**config.mk**
```make
export PLATFORM = sky130hd
export DESIGN_NAME = display_scan_controller_flat
export DESIGN_NICKNAME = d
export VERILOG_FILES = /design/src/rtl/display_scan_controller_pkg.sv /design/src/rtl/display_scan_controller_if.sv /design/src/rtl/display_scan_controller_dec.sv /design/src/rtl/display_scan_controller.sv /design/src/flat_wrapper.sv
export SDC_FILE = /design/constraint.sdc
export NUM_CORES = 1
export LEC_CHECK = 0
export CORE_UTILIZATION = 40
export CTS_CLUSTER_SIZE = 8
export DETAILED_ROUTE_END_ITERATION = 16
export PLACE_DENSITY_LB_ADDON = 0.2
export SLEW_MARGIN = 20
export SYNTH_ARGS = -nofsm -noshare
export SYNTH_HDL_FRONTEND = slang
export SYNTH_HIERARCHICAL = 1
export SYNTH_SLANG_ARGS = --single-unit
export TNS_END_PERCENT = 1
```
**constraint.sdc**
```tcl
create_clock -name clk -period 4.31 [get_ports clk]
set_clock_uncertainty 0.15 [all_clocks]
set_input_delay 0.862 -clock clk [delete_from_list [all_inputs] [get_ports clk]]
set_output_delay 0.862 -clock clk [all_outputs]
set_load 0.01 [all_outputs]
```
**src/rtl/display_scan_controller_pkg.sv**
```systemverilog
// Shared types and constants for the seven-segment display scan controller.
package display_pkg;

    typedef enum logic [1:0] {
        ST_OFF   = 2'd0,
        ST_GUARD = 2'd1,
        ST_DRIVE = 2'd2
    } scan_state_t;

    // Active-low segment vector, bit order {g,f,e,d,c,b,a}
    typedef logic [6:0] seg_n_t;

    localparam seg_n_t     SEG_BLANK = 7'h7F;
    localparam logic [3:0] BCD_BLANK = 4'hF;

endpackage

```
**src/rtl/display_scan_controller_if.sv**
```systemverilog
// Datapath-to-display bundle: digit snapshot inputs on one side, display pin drives on the other.
interface display_scan_controller_if
    import display_pkg::*;
#(
    parameter int NUM_DIGITS = 6
);
    logic                    enable;
    logic [4*NUM_DIGITS-1:0] digits_in;
    logic [NUM_DIGITS-1:0]   dp_in;
    logic [NUM_DIGITS-1:0]   blink_mask;
    logic [NUM_DIGITS-1:0]   anodes_n;
    seg_n_t                  segments;
    logic                    dp_n;
    logic                    frame_start;

    modport master (
        output enable, digits_in, dp_in, blink_mask,
        input  anodes_n, segments, dp_n, frame_start
    );

    modport slave (
        input  enable, digits_in, dp_in, blink_mask,
        output anodes_n, segments, dp_n, frame_start
    );
endinterface

```
**src/rtl/display_scan_controller_dec.sv**
```systemverilog
// Combinational BCD to seven-segment decoder, active-low outputs; codes 10..15 are dark.
module display_scan_controller_dec
    import display_pkg::*;
(
    input  logic [3:0] bcd,
    output seg_n_t     seg
);
    always_comb begin
        seg = SEG_BLANK;
        case (bcd)
            4'd0: seg = 7'b1000000;
            4'd1: seg = 7'b1111001;
            4'd2: seg = 7'b0100100;
            4'd3: seg = 7'b0110000;
            4'd4: seg = 7'b0011001;
            4'd5: seg = 7'b0010010;
            4'd6: seg = 7'b0000010;
            4'd7: seg = 7'b1111000;
            4'd8: seg = 7'b0000000;
            4'd9: seg = 7'b0010000;
            default: seg = SEG_BLANK;
        endcase
    end
endmodule

```
**src/rtl/display_scan_controller.sv**
```systemverilog
// Frame-snapshot digit scanner with guard blanking between anodes.
// Optional per-digit blinking is built when DISPLAY_BLINK_EN is defined.
module display_scan_controller
    import display_pkg::*;
#(
    parameter int NUM_DIGITS   = 6,
    parameter int DRIVE_CYCLES = 50000,
    parameter int GUARD_CYCLES = 500,
    parameter int BLINK_FRAMES = 60
) (
    input logic                      clk,
    input logic                      reset,
    display_scan_controller_if.slave bus
);
    // state | meaning
    // OFF   | display dark, idx 0, waiting for enable
    // GUARD | all anodes off, segments/dp already show digit idx
    // DRIVE | anode idx active

    localparam int CNT_MAX = (DRIVE_CYCLES > GUARD_CYCLES) ? DRIVE_CYCLES : GUARD_CYCLES;
    localparam int CNT_W   = $clog2(CNT_MAX) + 1;
    localparam int IDX_W   = $clog2(NUM_DIGITS);

    localparam logic [CNT_W-1:0] GUARD_LOAD = CNT_W'(GUARD_CYCLES - 1);
    localparam logic [CNT_W-1:0] DRIVE_LOAD = CNT_W'(DRIVE_CYCLES - 1);
    localparam logic [IDX_W-1:0] IDX_LAST   = IDX_W'(NUM_DIGITS - 1);

    scan_state_t             state_q, state_d;
    logic [IDX_W-1:0]        idx_q, idx_d;
    logic [CNT_W-1:0]        cnt_q, cnt_d;
    logic                    capture;
    logic [4*NUM_DIGITS-1:0] digits_q, digits_d;
    logic [NUM_DIGITS-1:0]   dp_q, dp_d;
    logic [3:0]              nibble;
    seg_n_t                  seg_dec;
    logic                    hide;

    logic [NUM_DIGITS-1:0]   anodes_d, anodes_q;
    seg_n_t                  segments_d, segments_q;
    logic                    dp_n_d, dp_n_q;
    logic                    frame_start_q;

    always_comb begin
        state_d = state_q;
        idx_d   = idx_q;
        cnt_d   = cnt_q;
        capture = 1'b0;
        if (!bus.enable) begin
            state_d = ST_OFF;
            idx_d   = '0;
            cnt_d   = '0;
        end else begin
            case (state_q)
                ST_OFF: begin
                    state_d = ST_GUARD;
                    idx_d   = '0;
                    cnt_d   = GUARD_LOAD;
                    capture = 1'b1;
                end
                ST_GUARD: begin
                    if (cnt_q == '0) begin
                        state_d = ST_DRIVE;
                        cnt_d   = DRIVE_LOAD;
                    end else begin
                        cnt_d = cnt_q - 1'b1;
                    end
                end
                ST_DRIVE: begin
                    if (cnt_q == '0) begin
                        state_d = ST_GUARD;
                        cnt_d   = GUARD_LOAD;
                        if (idx_q == IDX_LAST) begin
                            idx_d   = '0;
                            capture = 1'b1;
                        end else begin
                            idx_d = idx_q + 1'b1;
                        end
                    end else begin
                        cnt_d = cnt_q - 1'b1;
                    end
                end
                default: begin
                    state_d = ST_OFF;
                    idx_d   = '0;
                    cnt_d   = '0;
                end
            endcase
        end
    end

    // Decode from the next-cycle snapshot so outputs line up with state/idx in the same cycle.
    assign digits_d = capture ? bus.digits_in : digits_q;
    assign dp_d     = capture ? bus.dp_in     : dp_q;
    assign nibble   = digits_d[{idx_d, 2'b00} +: 4];

    display_scan_controller_dec u_dec (
        .bcd (nibble),
        .seg (seg_dec)
    );

`ifdef DISPLAY_BLINK_EN
    localparam int BF_W = $clog2(BLINK_FRAMES) + 1;
    localparam logic [BF_W-1:0] BLINK_LOAD = BF_W'(BLINK_FRAMES - 1);

    logic [BF_W-1:0]       bcnt_q, bcnt_d;
    logic                  phase_q, phase_d;
    logic [NUM_DIGITS-1:0] mask_q, mask_d;

    // phase 1 = hidden; the first frame after OFF does not count toward the period
    always_comb begin
        bcnt_d  = bcnt_q;
        phase_d = phase_q;
        mask_d  = capture ? bus.blink_mask : mask_q;
        if (state_d == ST_OFF) begin
            bcnt_d  = BLINK_LOAD;
            phase_d = 1'b0;
        end else if (capture && (state_q != ST_OFF)) begin
            if (bcnt_q == '0) begin
                bcnt_d  = BLINK_LOAD;
                phase_d = ~phase_q;
            end else begin
                bcnt_d = bcnt_q - 1'b1;
            end
        end
    end

    assign hide = phase_d & mask_d[idx_d];

    always_ff @(posedge clk) begin
        if (reset) begin
            bcnt_q  <= BLINK_LOAD;
            phase_q <= 1'b0;
            mask_q  <= '0;
        end else begin
            bcnt_q  <= bcnt_d;
            phase_q <= phase_d;
            mask_q  <= mask_d;
        end
    end
`else
    localparam int UNUSED_BLINK_FRAMES = BLINK_FRAMES;
    logic unused_blink;
    assign unused_blink = ^bus.blink_mask;
    assign hide         = 1'b0;
`endif

    always_comb begin
        anodes_d   = '1;
        segments_d = SEG_BLANK;
        dp_n_d     = 1'b1;
        if (state_d == ST_DRIVE) begin
            anodes_d[idx_d] = 1'b0;
        end
        if ((state_d != ST_OFF) && !hide) begin
            segments_d = seg_dec;
            dp_n_d     = ~dp_d[idx_d];
        end
    end

    always_ff @(posedge clk) begin
        if (reset) begin
            state_q       <= ST_OFF;
            idx_q         <= '0;
            cnt_q         <= '0;
            digits_q      <= {NUM_DIGITS{BCD_BLANK}};
            dp_q          <= '0;
            anodes_q      <= '1;
            segments_q    <= SEG_BLANK;
            dp_n_q        <= 1'b1;
            frame_start_q <= 1'b0;
        end else begin
            state_q       <= state_d;
            idx_q         <= idx_d;
            cnt_q         <= cnt_d;
            digits_q      <= digits_d;
            dp_q          <= dp_d;
            anodes_q      <= anodes_d;
            segments_q    <= segments_d;
            dp_n_q        <= dp_n_d;
            frame_start_q <= capture;
        end
    end

    assign bus.anodes_n    = anodes_q;
    assign bus.segments    = segments_q;
    assign bus.dp_n        = dp_n_q;
    assign bus.frame_start = frame_start_q;

endmodule

```
**src/flat_wrapper.sv**
```systemverilog
// flat-port wrapper written by rule: the top's interface ports become plain ports
module display_scan_controller_flat import display_pkg::*;
#(
    parameter int NUM_DIGITS   = 6,
    parameter int DRIVE_CYCLES = 50000,
    parameter int GUARD_CYCLES = 500,
    parameter int BLINK_FRAMES = 60
)
  (clk, reset, bus_enable, bus_digits_in, bus_dp_in, bus_blink_mask, bus_anodes_n, bus_segments, bus_dp_n, bus_frame_start);
  display_scan_controller_if #(.NUM_DIGITS(NUM_DIGITS)) bus_i ();
  input logic clk;
  input logic reset;
  input wire logic [$bits(bus_i.enable)-1:0] bus_enable;
  input wire logic [$bits(bus_i.digits_in)-1:0] bus_digits_in;
  input wire logic [$bits(bus_i.dp_in)-1:0] bus_dp_in;
  input wire logic [$bits(bus_i.blink_mask)-1:0] bus_blink_mask;
  output wire logic [$bits(bus_i.anodes_n)-1:0] bus_anodes_n;
  output wire logic [$bits(bus_i.segments)-1:0] bus_segments;
  output wire logic [$bits(bus_i.dp_n)-1:0] bus_dp_n;
  output wire logic [$bits(bus_i.frame_start)-1:0] bus_frame_start;
  assign bus_i.enable = bus_enable;
  assign bus_i.digits_in = bus_digits_in;
  assign bus_i.dp_in = bus_dp_in;
  assign bus_i.blink_mask = bus_blink_mask;
  assign bus_anodes_n = bus_i.anodes_n;
  assign bus_segments = bus_i.segments;
  assign bus_dp_n = bus_i.dp_n;
  assign bus_frame_start = bus_i.frame_start;
  display_scan_controller #(.NUM_DIGITS(NUM_DIGITS), .DRIVE_CYCLES(DRIVE_CYCLES), .GUARD_CYCLES(GUARD_CYCLES), .BLINK_FRAMES(BLINK_FRAMES)) u_core (.clk(clk), .reset(reset), .bus(bus_i));
endmodule
```
==> qor.yml <==
io-pin-count: 54
place.gp.congestion: 0.8467
buffer_ports.inserted: 47
synthXorXnorAreaFrac_pct: 3.063
crit_path_max_incr_delay_ns: 0.61
yosys_warnings: 6
cts_repair_resize_count: 0
total_neg_setup_slack_ns: 0
slew_viol_final: 0
cts_made_buffers: 9
placement_rows: 33
critical_path_required_ns: 4.38
worst_slack_ns: 0.4487
power_frac_clock_pct: 32.5
vdd_drop_max_mv: 0.1584
max_cap_viol_count: 0
clk_pin_slew_ns: 0.07
syn_area_um2: 3431
detailed_placer_s_ending_hpwl_um: 5440
transition_at_the_pin_with_the_smallest_max_transition_slack_ns: 0.5532
crit_path_cell_trace: "clkdlybuf4s50_1 -> nand3_1 -> a21oi_1 -> o31ai_4 -> o41a_2 -> mux2i_1 -> a221o_1 -> ha_1 -> or2_1 -> a21oi_2 -> a31oi_1 -> or2_2"
initial_core_util_pct: 41.55
drc_errors: 0
netSwitchingPower_uw: 371.7
nets: 489
initial_antenna_violation_count: 0
critPathMaxFanout: 9
drtIter0Drc: 80
worst_setup_path_start_kind: "primary input"
ant_nets: 0
synthesis.instances: 385
clk_root_buffer_cell: "sky130_fd_sc_hd__clkbuf_8"
power.static_leakage_nw: 1.725
synth_top_area_share_pct: 39.10
syn_area_per_cell_um2: 8.911
cts_tree: "built"
setup.worst_path.class: "primary input to flop"
synth-adder-area-share_pct: 4.012
synth_edf_count: 0
worst_setup_path_end_kind: "flop"
pwr_density_cell_nw_per_um2: 324.5
grt_usage_pct: 18.65
timing.hold.worst.class: "flop to flop"
tritoncts_sink_count: 67
timing.final.setup_violations: 0
simple_gate_share_of_the_synthesized_area_pct: 25.60
grt_max_degree: 35
post_synth_top_flop: "sky130_fd_sc_hd__dfxtp_1"
worst_max_slew_margin_expressed_relative_to_the_limit_pct: 62.88
cell_internal_pwr_uw: 992.1
clock_tree.buffer_depth: 2
drt-total-wl_um: 7428
postSynthRegisterBits: 67
cts_hold_buf: 0
route.detailed.wl_per_inst_um: 13.55
core_region_area_um2: 8258
run_status: "completed"
switching_share_of_power_pct: 27.25
synth.net_count: 435
yosys-mux-area-fraction_pct: 11.12
synth_area_leaders: "sky130_fd_sc_hd__dfxtp_1, sky130_fd_sc_hd__mux2i_1, sky130_fd_sc_hd__nand2_1"
layout-area-overhead-vs-synth_pct: 22.50
post_cts.repair.setup_buffers: 0
avgViaCountPerCell: 5.126
floorplan.die_area_um2: 8951
synthArstFlopShare_pct: 0
finalCritPeriodShare_pct: 89.59
first_pass_grt_wire_length_um: 12760
yosysTopAreaCell: "sky130_fd_sc_hd__dfxtp_1"
worst_path_max_delay_cell: "sky130_fd_sc_hd__clkdlybuf4s50_1"
pre_cts_ws_ns: 0.06972
portion_of_total_power_attributed_to_combinational_logic_pct: 18.5
final-hold-violation-count: 0
htreeDepth: 3
ys_seq_area_share_pct: 39.10
vias_after_detailed_routing: 2809
drive_above_1_share_pct: 9.707
worstPathArrival_ns: 3.94
clk-insertion-delay-late_ns: 0.34
number_of_global_route_vias_before_repair: 2781
setup_repair_after_global_routing_missed_its_margin: "false"
seq_power_share_pct: 49.0
synth.lib_cells_used.distinct: 50
die_span_y_um: 94.61
grt_remaining_overflow: 0
antenna-diode-count: 0
complex_gate_fraction_of_the_synthesized_area_pct: 12.95
main_combinational_cell_family_by_area_after_synthesis: "simple AND/OR/NAND/NOR gates"
timing.fmax_mhz: 259.0
firstDrtPassIters: 4
die_width_um: 94.61
fin_crit_ns: 3.861
cells in the mapped netlist, drive strengths merged, types with 8 or more instances:
library cell,number
dfxtp,67
nand3,8
xnor2,10
nand3b,16
nand2b,13
buf,9
nand2,64
inv,10
mux2i,37
o21ai,12
nor2,29
ha,11
a21oi,22
or2,8
layout by cell type, fill, tap and decap left out, types with 3 or more instances in the layout:
master,Yosys,routed
sky130_fd_sc_hd__a21o_1,4,4
sky130_fd_sc_hd__a21oi_1,20,20
sky130_fd_sc_hd__a221o_1,4,4
sky130_fd_sc_hd__a31oi_1,4,4
sky130_fd_sc_hd__and3_1,6,6
sky130_fd_sc_hd__buf_4,1,9
sky130_fd_sc_hd__clkbuf_8,0,10
sky130_fd_sc_hd__clkdlybuf4s50_1,0,47
sky130_fd_sc_hd__clkinv_2,0,3
sky130_fd_sc_hd__dfxtp_1,67,67
sky130_fd_sc_hd__ha_1,11,11
sky130_fd_sc_hd__inv_1,10,10
sky130_fd_sc_hd__mux2i_1,37,37
sky130_fd_sc_hd__nand2_1,64,64
sky130_fd_sc_hd__nand2b_1,12,12
sky130_fd_sc_hd__nand3_1,8,8
sky130_fd_sc_hd__nand3b_1,16,16
sky130_fd_sc_hd__nand4_1,3,3
sky130_fd_sc_hd__nor2_1,29,29
sky130_fd_sc_hd__nor3_1,6,6
sky130_fd_sc_hd__nor4_1,3,3
sky130_fd_sc_hd__o21a_1,5,5
sky130_fd_sc_hd__o21ai_0,11,11
sky130_fd_sc_hd__or2_2,7,7
sky130_fd_sc_hd__or2b_1,3,3
sky130_fd_sc_hd__or3_1,5,5
sky130_fd_sc_hd__xnor2_1,10,10
sequential cells by signal, summed over array words and instances, names as in the netlist:
name                    cells
u_core/idx_q                3
u_core/bus.anodes_n         6
u_core/bus.dp_n             1
u_core/digits_q            24
u_core/bus.frame_start      1
u_core/dp_q                 6
u_core/cnt_q               17
u_core/bus.segments         7
u_core/state_q              2
worst max-delay path, delay by kind of cell:
| kind | cells | cell delay [ns] |
|---|---|---|
| mux | 1 | 0.18 |
| compound gates | 6 | 1.27 |
| fa+ha+maj | 1 | 0.21 |
| simple gates | 3 | 0.79 |
| buf+inv | 1 | 0.61 |
path summary, 6_finish.rpt:
check | start | depth (start not counted) | end | slack (ns)
worst max register to register | u_core/cnt_q[6] | 13 | u_core/bus.segments[3] | 0.65
worst min register to register | u_core/dp_q[2] | 2 | u_core/dp_q[2] | 0.30
worst max-delay path | bus_enable | 12 | u_core/bus.segments[3] | 0.45
worst min-delay path | u_core/dp_q[2] | 2 | u_core/dp_q[2] | 0.30
kinds of logic (layout without fill, tap and decap cells):
| group | after synthesis | after routing |
|---|---|---|
| AOI/OAI and AO/OA | 62 | 62 |
| buffers and inverters | 25 | 83 |
| xor gates and xnor gates | 12 | 12 |
| adders and majority gates | 11 | 11 |
| and+or+nand+nor | 170 | 170 |
| muxes | 38 | 38 |
| DFF | 67 | 67 |
power groups by stage:
stage	logic, mW	clock network, mW	registers, mW
after global placement	0.249	0	0.682
final	0.252	0.443	0.669
after global routing	0.285	0.491	0.673
after floorplan	0.170	0	0.682
after CTS	0.254	0.459	0.669
after detailed placement	0.253	0	0.683
final cells by class:
class	instances	area [um2]
Inverter	10	37.54
Timing Repair Buffer	58	578.1
Clock buffer	12	145.1
Multi-Input combinational cell	293	1954
Clock inverter	3	15.01
Tap cell	105	131.4
Fill cell	791	4055
Sequential cell	67	1341
through the flow:
step           hold WS, ns  std cells  utilization (%)  instance area, um2  total power [mW]
2_1_floorplan       0.2829        385                -                3431            0.8516
3_3_place_gp        0.2929        533            48.95                4043            0.9306
3_5_place_dp        0.2965        533            48.95                4043            0.9352
4_1_cts             0.3060        548            50.89                4203             1.382
5_1_grt             0.3344        548            50.89                4203             1.449
6_report            0.3042        548            50.89                4203             1.364
routing by layer:
metal / track usage [%] / vias to the layer above / part of all wire, %
met5: 0 / - / 0
met1: 23.62 / 1294 / 48
met4: 9.722 / 0 / 3.0
met3: 4.106 / 16 / 3.5
met2: 29.56 / 51 / 45
li1: - / 1448 / -
(Power assumes the default switching activity.)
